### src/rtl/pipelined_barrel_shifter_pkg.sv
// Shared definitions for the pipelined barrel shifter: shift-mode encoding.
package pipelined_barrel_shifter_pkg;

  typedef logic [1:0] mode_t;

  localparam mode_t MODE_LSL = 2'b00;
  localparam mode_t MODE_LSR = 2'b01;
  localparam mode_t MODE_ASR = 2'b10;
  localparam mode_t MODE_ROR = 2'b11;

endpackage

### src/rtl/shift_pipe_stage.sv
// One log2 stage of the barrel shifter: conditional shift by 2**STAGE, then a
// valid/ready pipeline register carrying data, amount and mode.
module shift_pipe_stage
  import pipelined_barrel_shifter_pkg::*;
#(
  parameter int unsigned WIDTH = 8,
  parameter int unsigned AMT_W = $clog2(WIDTH),
  parameter int unsigned STAGE = 0
) (
  input  logic             clk_i,
  input  logic             reset_ni,
  input  logic             valid_i,
  output logic             ready_o,
  input  logic [WIDTH-1:0] data_i,
  input  logic [AMT_W-1:0] amt_i,
  input  mode_t            mode_i,
  output logic             valid_o,
  input  logic             ready_i,
  output logic [WIDTH-1:0] data_o,
  output logic [AMT_W-1:0] amt_o,
  output mode_t            mode_o
);

  localparam int unsigned Shift = 2 ** STAGE;

  logic [WIDTH-1:0] shifted;
  logic             valid_q;
  logic [WIDTH-1:0] data_q;
  logic [AMT_W-1:0] amt_q;
  mode_t            mode_q;

  always_comb begin
    shifted = data_i;
    if (amt_i[STAGE]) begin
      unique case (mode_i)
        MODE_LSL: shifted = data_i << Shift;
        MODE_LSR: shifted = data_i >> Shift;
        // Earlier ASR stages never alter the MSB, so data_i still holds the sign.
        MODE_ASR: shifted = $signed(data_i) >>> Shift;
        MODE_ROR: shifted = (data_i >> Shift) | (data_i << (WIDTH - Shift));
      endcase
    end
  end

  assign ready_o = !valid_q || ready_i;

  always_ff @(posedge clk_i) begin
    if (!reset_ni) begin
      valid_q <= 1'b0;
      data_q  <= '0;
      amt_q   <= '0;
      mode_q  <= '0;
    end else if (ready_o) begin
      valid_q <= valid_i;
      if (valid_i) begin
        data_q <= shifted;
        amt_q  <= amt_i;
        mode_q <= mode_i;
      end
    end
  end

  assign valid_o = valid_q;
  assign data_o  = data_q;
  assign amt_o   = amt_q;
  assign mode_o  = mode_q;

endmodule

### src/rtl/pipelined_barrel_shifter.sv
// Fully pipelined barrel shifter (LSL/LSR/ASR/ROR), one log2 stage per register,
// with valid/ready handshakes and combinational back-pressure chaining.
module pipelined_barrel_shifter
  import pipelined_barrel_shifter_pkg::*;
#(
  parameter int unsigned WIDTH = 8,
  parameter int unsigned AMT_W = $clog2(WIDTH)
) (
  input  logic             clk,
  input  logic             reset_n,
  input  logic             in_valid,
  output logic             in_ready,
  input  logic [WIDTH-1:0] in_data,
  input  logic [AMT_W-1:0] in_amt,
  input  logic [1:0]       in_mode,
  output logic             out_valid,
  input  logic             out_ready,
  output logic [WIDTH-1:0] out_data,
  output logic             out_zero
);

  // Index k is the input of stage k; index AMT_W is the final register.
  logic             valid_c [AMT_W+1];
  logic             ready_c [AMT_W+1];
  logic [WIDTH-1:0] data_c  [AMT_W+1];
  logic [AMT_W-1:0] amt_c   [AMT_W+1];
  mode_t            mode_c  [AMT_W+1];

  assign valid_c[0] = in_valid;
  assign data_c[0]  = in_data;
  assign amt_c[0]   = in_amt;
  assign mode_c[0]  = in_mode;
  assign in_ready   = ready_c[0];

  assign ready_c[AMT_W] = !valid_c[AMT_W] || out_ready;

  for (genvar k = 0; k < AMT_W; k++) begin : g_stage
    shift_pipe_stage #(
      .WIDTH(WIDTH),
      .AMT_W(AMT_W),
      .STAGE(k)
    ) u_stage (
      .clk_i   (clk),
      .reset_ni(reset_n),
      .valid_i (valid_c[k]),
      .ready_o (ready_c[k]),
      .data_i  (data_c[k]),
      .amt_i   (amt_c[k]),
      .mode_i  (mode_c[k]),
      .valid_o (valid_c[k+1]),
      .ready_i (ready_c[k+1]),
      .data_o  (data_c[k+1]),
      .amt_o   (amt_c[k+1]),
      .mode_o  (mode_c[k+1])
    );
  end

  assign out_valid = valid_c[AMT_W];
  assign out_data  = data_c[AMT_W];
  // Gated by valid so the flag reads 0 out of reset even though data is 0.
  assign out_zero  = valid_c[AMT_W] && (data_c[AMT_W] == '0);

  logic unused_tail;
  assign unused_tail = ^{amt_c[AMT_W], mode_c[AMT_W]};

endmodule
### config.mk
export PLATFORM = sky130hd
export DESIGN_NAME = pipelined_barrel_shifter
export DESIGN_NICKNAME = d
export VERILOG_FILES = /design/src/rtl/pipelined_barrel_shifter_pkg.sv /design/src/rtl/shift_pipe_stage.sv /design/src/rtl/pipelined_barrel_shifter.sv
export SDC_FILE = /design/constraint.sdc
export NUM_CORES = 1
export LEC_CHECK = 0
export ABC_AREA = 0
export BUFFER_PORTS_ARGS = -buffer_cell sky130_fd_sc_hd__buf_2
export CORE_ASPECT_RATIO = 0.75
export CORE_MARGIN = 2
export CORE_UTILIZATION = 56
export DETAILED_ROUTE_END_ITERATION = 16
export PLACE_DENSITY = 0.78
export SLEW_MARGIN = 20
export SYNTH_ARGS = -nofsm -noshare
export SYNTH_HDL_FRONTEND = slang
export SYNTH_SLANG_ARGS = --single-unit
### constraint.sdc
create_clock -name clk -period 1.6 [get_ports clk]
set_input_delay 0.32 -clock clk [delete_from_list [all_inputs] [get_ports clk]]
set_output_delay 0.32 -clock clk [all_outputs]
set_load 0.01 [all_outputs]
==> flow_metrics.env <==
export IMPL_power_density_nw_per_um2=856
export IMPL_drt_pass1_iter_count=4
export IMPL_min_period_ns=1.75
export IMPL_area_growth_pct=9.72
export IMPL_grt_pass1_vias=1594
export IMPL_nets=263
export IMPL_skew_ns=0.00354
export IMPL_path_cells="or4_4, nor4_2, buf_2"
export IMPL_synth_net_count=246
export IMPL_total_power_w=0.00179
export IMPL_ys_warnings_count=0
export IMPL_yosysTopAreaCellShare_pct=35.7
export IMPL_vdd_drop_max_mv=0.578
export IMPL_synth_area_um2=1900
export IMPL_grt_pass1_wl_mm=7.46
export IMPL_crit_buf_inv=1
export IMPL_grt_setup_unrepaired="true"
export IMPL_hold_class="in2reg"
export IMPL_grt_overflow=0
export IMPL_ys_seq_area_share_pct=35.7
export IMPL_drive_above_1_share_pct=24.4
export IMPL_n_antenna_cell=0
export IMPL_violations="setup timing"
export IMPL_crit_slowest_cell="or4_4"
export IMPL_yosys_register_bits=34
export IMPL_period_share_pct=110
export IMPL_outcome="finished with violations"
export IMPL_crit_path_end_kind="primary output"
export IMPL_holdWs_ns=0.300
export IMPL_yosysUniqueCellTypes=44
export IMPL_postRouteAntennaNets=0
export IMPL_portBuffers=27
export IMPL_wire_per_inst_um=15.9
export IMPL_final_cell_mix="31 x dfxtp_1, 27 x buf_2, 18 x nand2_1, 18 x o21ai_0, 18 x a21oi_1"
export IMPL_finalHoldViolCount=0
export IMPL_startpoint_type="flop"
export IMPL_grt_max_degree=28
export IMPL_slew_viol_final=0
export IMPL_root_buffer="clkbuf_8"
export IMPL_vias=1811
export IMPL_synth_avg_cell_area_um2=8.32
export IMPL_via_per_inst=6.33
export IMPL_final_common_cell="dfxtp_1"
export IMPL_clockBufferDepth=2
export IMPL_dp_hpwl_mm=3.21
export IMPL_routed_wl_mm=4.55
export IMPL_max_slew_margin_pct=68.1
export IMPL_worst_slack_ns=-0.155
export IMPL_leakage_nw=0.805
export IMPL_fmax_mhz=570
export IMPL_synthCells=229
export IMPL_gp_congestion=0.883
export IMPL_crit_family="simple AND/OR/NAND/NOR gates"
export IMPL_maxUsedRoutingLayer="met4"
export IMPL_core_area_um2=3270
export IMPL_chipHeight_um=54.5
export IMPL_setup_viol=1
export IMPL_cts_sinks=34
export IMPL_required_ns=1.28
export IMPL_tritoncts_num_buffers=5
export IMPL_initial_core_util_pct=58.3
export IMPL_drt_iter0_drc=212
export IMPL_dr_wl_met3_um=282
export IMPL_pin_count=28
export IMPL_synth_area_leader_cell="dfxtp_1"
export IMPL_cts_max_level=2
export IMPL_clk_pin_slew_worst_paths_ns=0.07
export IMPL_rows=18
export IMPL_yosys_top_cells_area="dfxtp_1 36%, o2111ai_1 6.9%, a21oi_1 4.7%"
export IMPL_wl_met2_mm=1.89
export IMPL_critPathArrivalTime_ns=1.43
export IMPL_grt_usage_pct=24.7
export IMPL_path_max_fanout=2
export IMPL_post_route_drc_count=0
export IMPL_tritoncts="yes"
export IMPL_worstSkewPairLatency_ns=0.28
export IMPL_tightest_slew_ns=0.478
export IMPL_slowest_delay_ns=0.53
export IMPL_path_class="reg2out"
export IMPL_die_area_um2=3890
export IMPL_wl_met1_mm=2.34
export IMPL_antenna_found_initial=0
export IMPL_maxCapViolations=0
export IMPL_die_width_um=71.3
==> worst min-delay path, delay by kind of cell <==
| kind | cells | cell delay, ns |
|---|---|---|
| buf+inv | 1 | 0.09 |
| simple gates | 1 | 0.07 |
| compound gates | 1 | 0.06 |
==> report_power, final <==
part	internal (W)	switching, W	leakage (nW)
Sequential	0.000891	0.0000407	0.280
Combinational	0.000114	0.000153	0.487
Clock	0.000299	0.000290	0.0383
Total	0.00130	0.000483	0.805
==> per-layer routing <==
metal  vias up  track usage, %
li1        894               -
met1       851            36.1
met2        60            37.7
met3         6            4.97
met4         0            5.66
met5         -               0
==> layout make-up <==
class	instances	area, um2
Fill cell	296	1180
Multi-Input combinational cell	148	975
Sequential cell	34	684
Timing Repair Buffer	40	233
Clock buffer	7	76.3
Inverter	17	71.3
Tap cell	40	50.0
==> worst paths after layout <==
path                                     start                      endpoint  slack, ns  depth (start not counted)
setup / recovery  g_stage[2].u_stage.data_o[1]                      out_zero      -0.15                          3
hold / removal                       in_amt[2]   g_stage[0].u_stage.amt_o[2]       0.30                          3
setup reg to reg    g_stage[1].u_stage.valid_o  g_stage[1].u_stage.data_o[3]       0.29                          5
hold reg to reg    g_stage[0].u_stage.amt_o[2]   g_stage[0].u_stage.amt_o[2]       0.49                          2
==> timing repair <==
action	CTS	global route
pin swaps	2	0
setup buffers	2	0
setup endpoints to repair	2	2
hold buffers	0	0
gates resized for setup	4	3
==> through the flow <==
stage | setup WS, ns | cells | utilization (%) | instance area, um2 | TNS, ns
3_3_place_gp | 0.0423 | 277 | 60.7 | 1980 | 0
3_5_place_dp | 0.0631 | 277 | 60.7 | 1980 | 0
4_1_cts | -0.175 | 286 | 63.7 | 2080 | -0.175
5_1_grt | -0.214 | 286 | 64.0 | 2090 | -0.214
6_report | -0.155 | 286 | 64.0 | 2090 | -0.155
2_1_floorplan | 0.0605 | 229 | - | 1900 | 0
==> cell usage after synthesis, drive strengths merged <==
cell type	n
a211oi	5
and3	1
or2	1
a311oi	8
dfxtp	34
nand3	11
buf	25
nand3b	2
clkbuf	5
xnor2	1
o311a	8
o21ai	18
a221oi	1
nor2	4
or3	2
nand2b	2
o21a	2
and4b	1
o22ai	11
o211ai	2
and3b	2
o2111ai	15
o211a	1
and2	1
or4	1
nor2b	2
nor3b	1
o221a	1
mux2	1
o32ai	4
nand4	2
nand2	18
nor4	1
inv	17
a21oi	18
==> state kept, by name, indices dropped and copies added, names as in the netlist <==
name / flops
g_stage.u_stage.valid_o: 3
g_stage.u_stage.data_o: 24
g_stage.u_stage.amt_o: 3
g_stage.u_stage.mode_o: 4
==> cell families (layout without fill, tap and decap cells) <==
family / after synthesis / count (layout) / synth area share [%]
compound gates: 94 / 94 / 35.0
simple gates: 52 / 52 / 14.7
flops: 34 / 34 / 35.7
mux: 1 / 1 / 0.591
xor+xnor: 1 / 1 / 0.460
buf+inv: 47 / 64 / 13.6
Power figures use the tool's default switching activity.
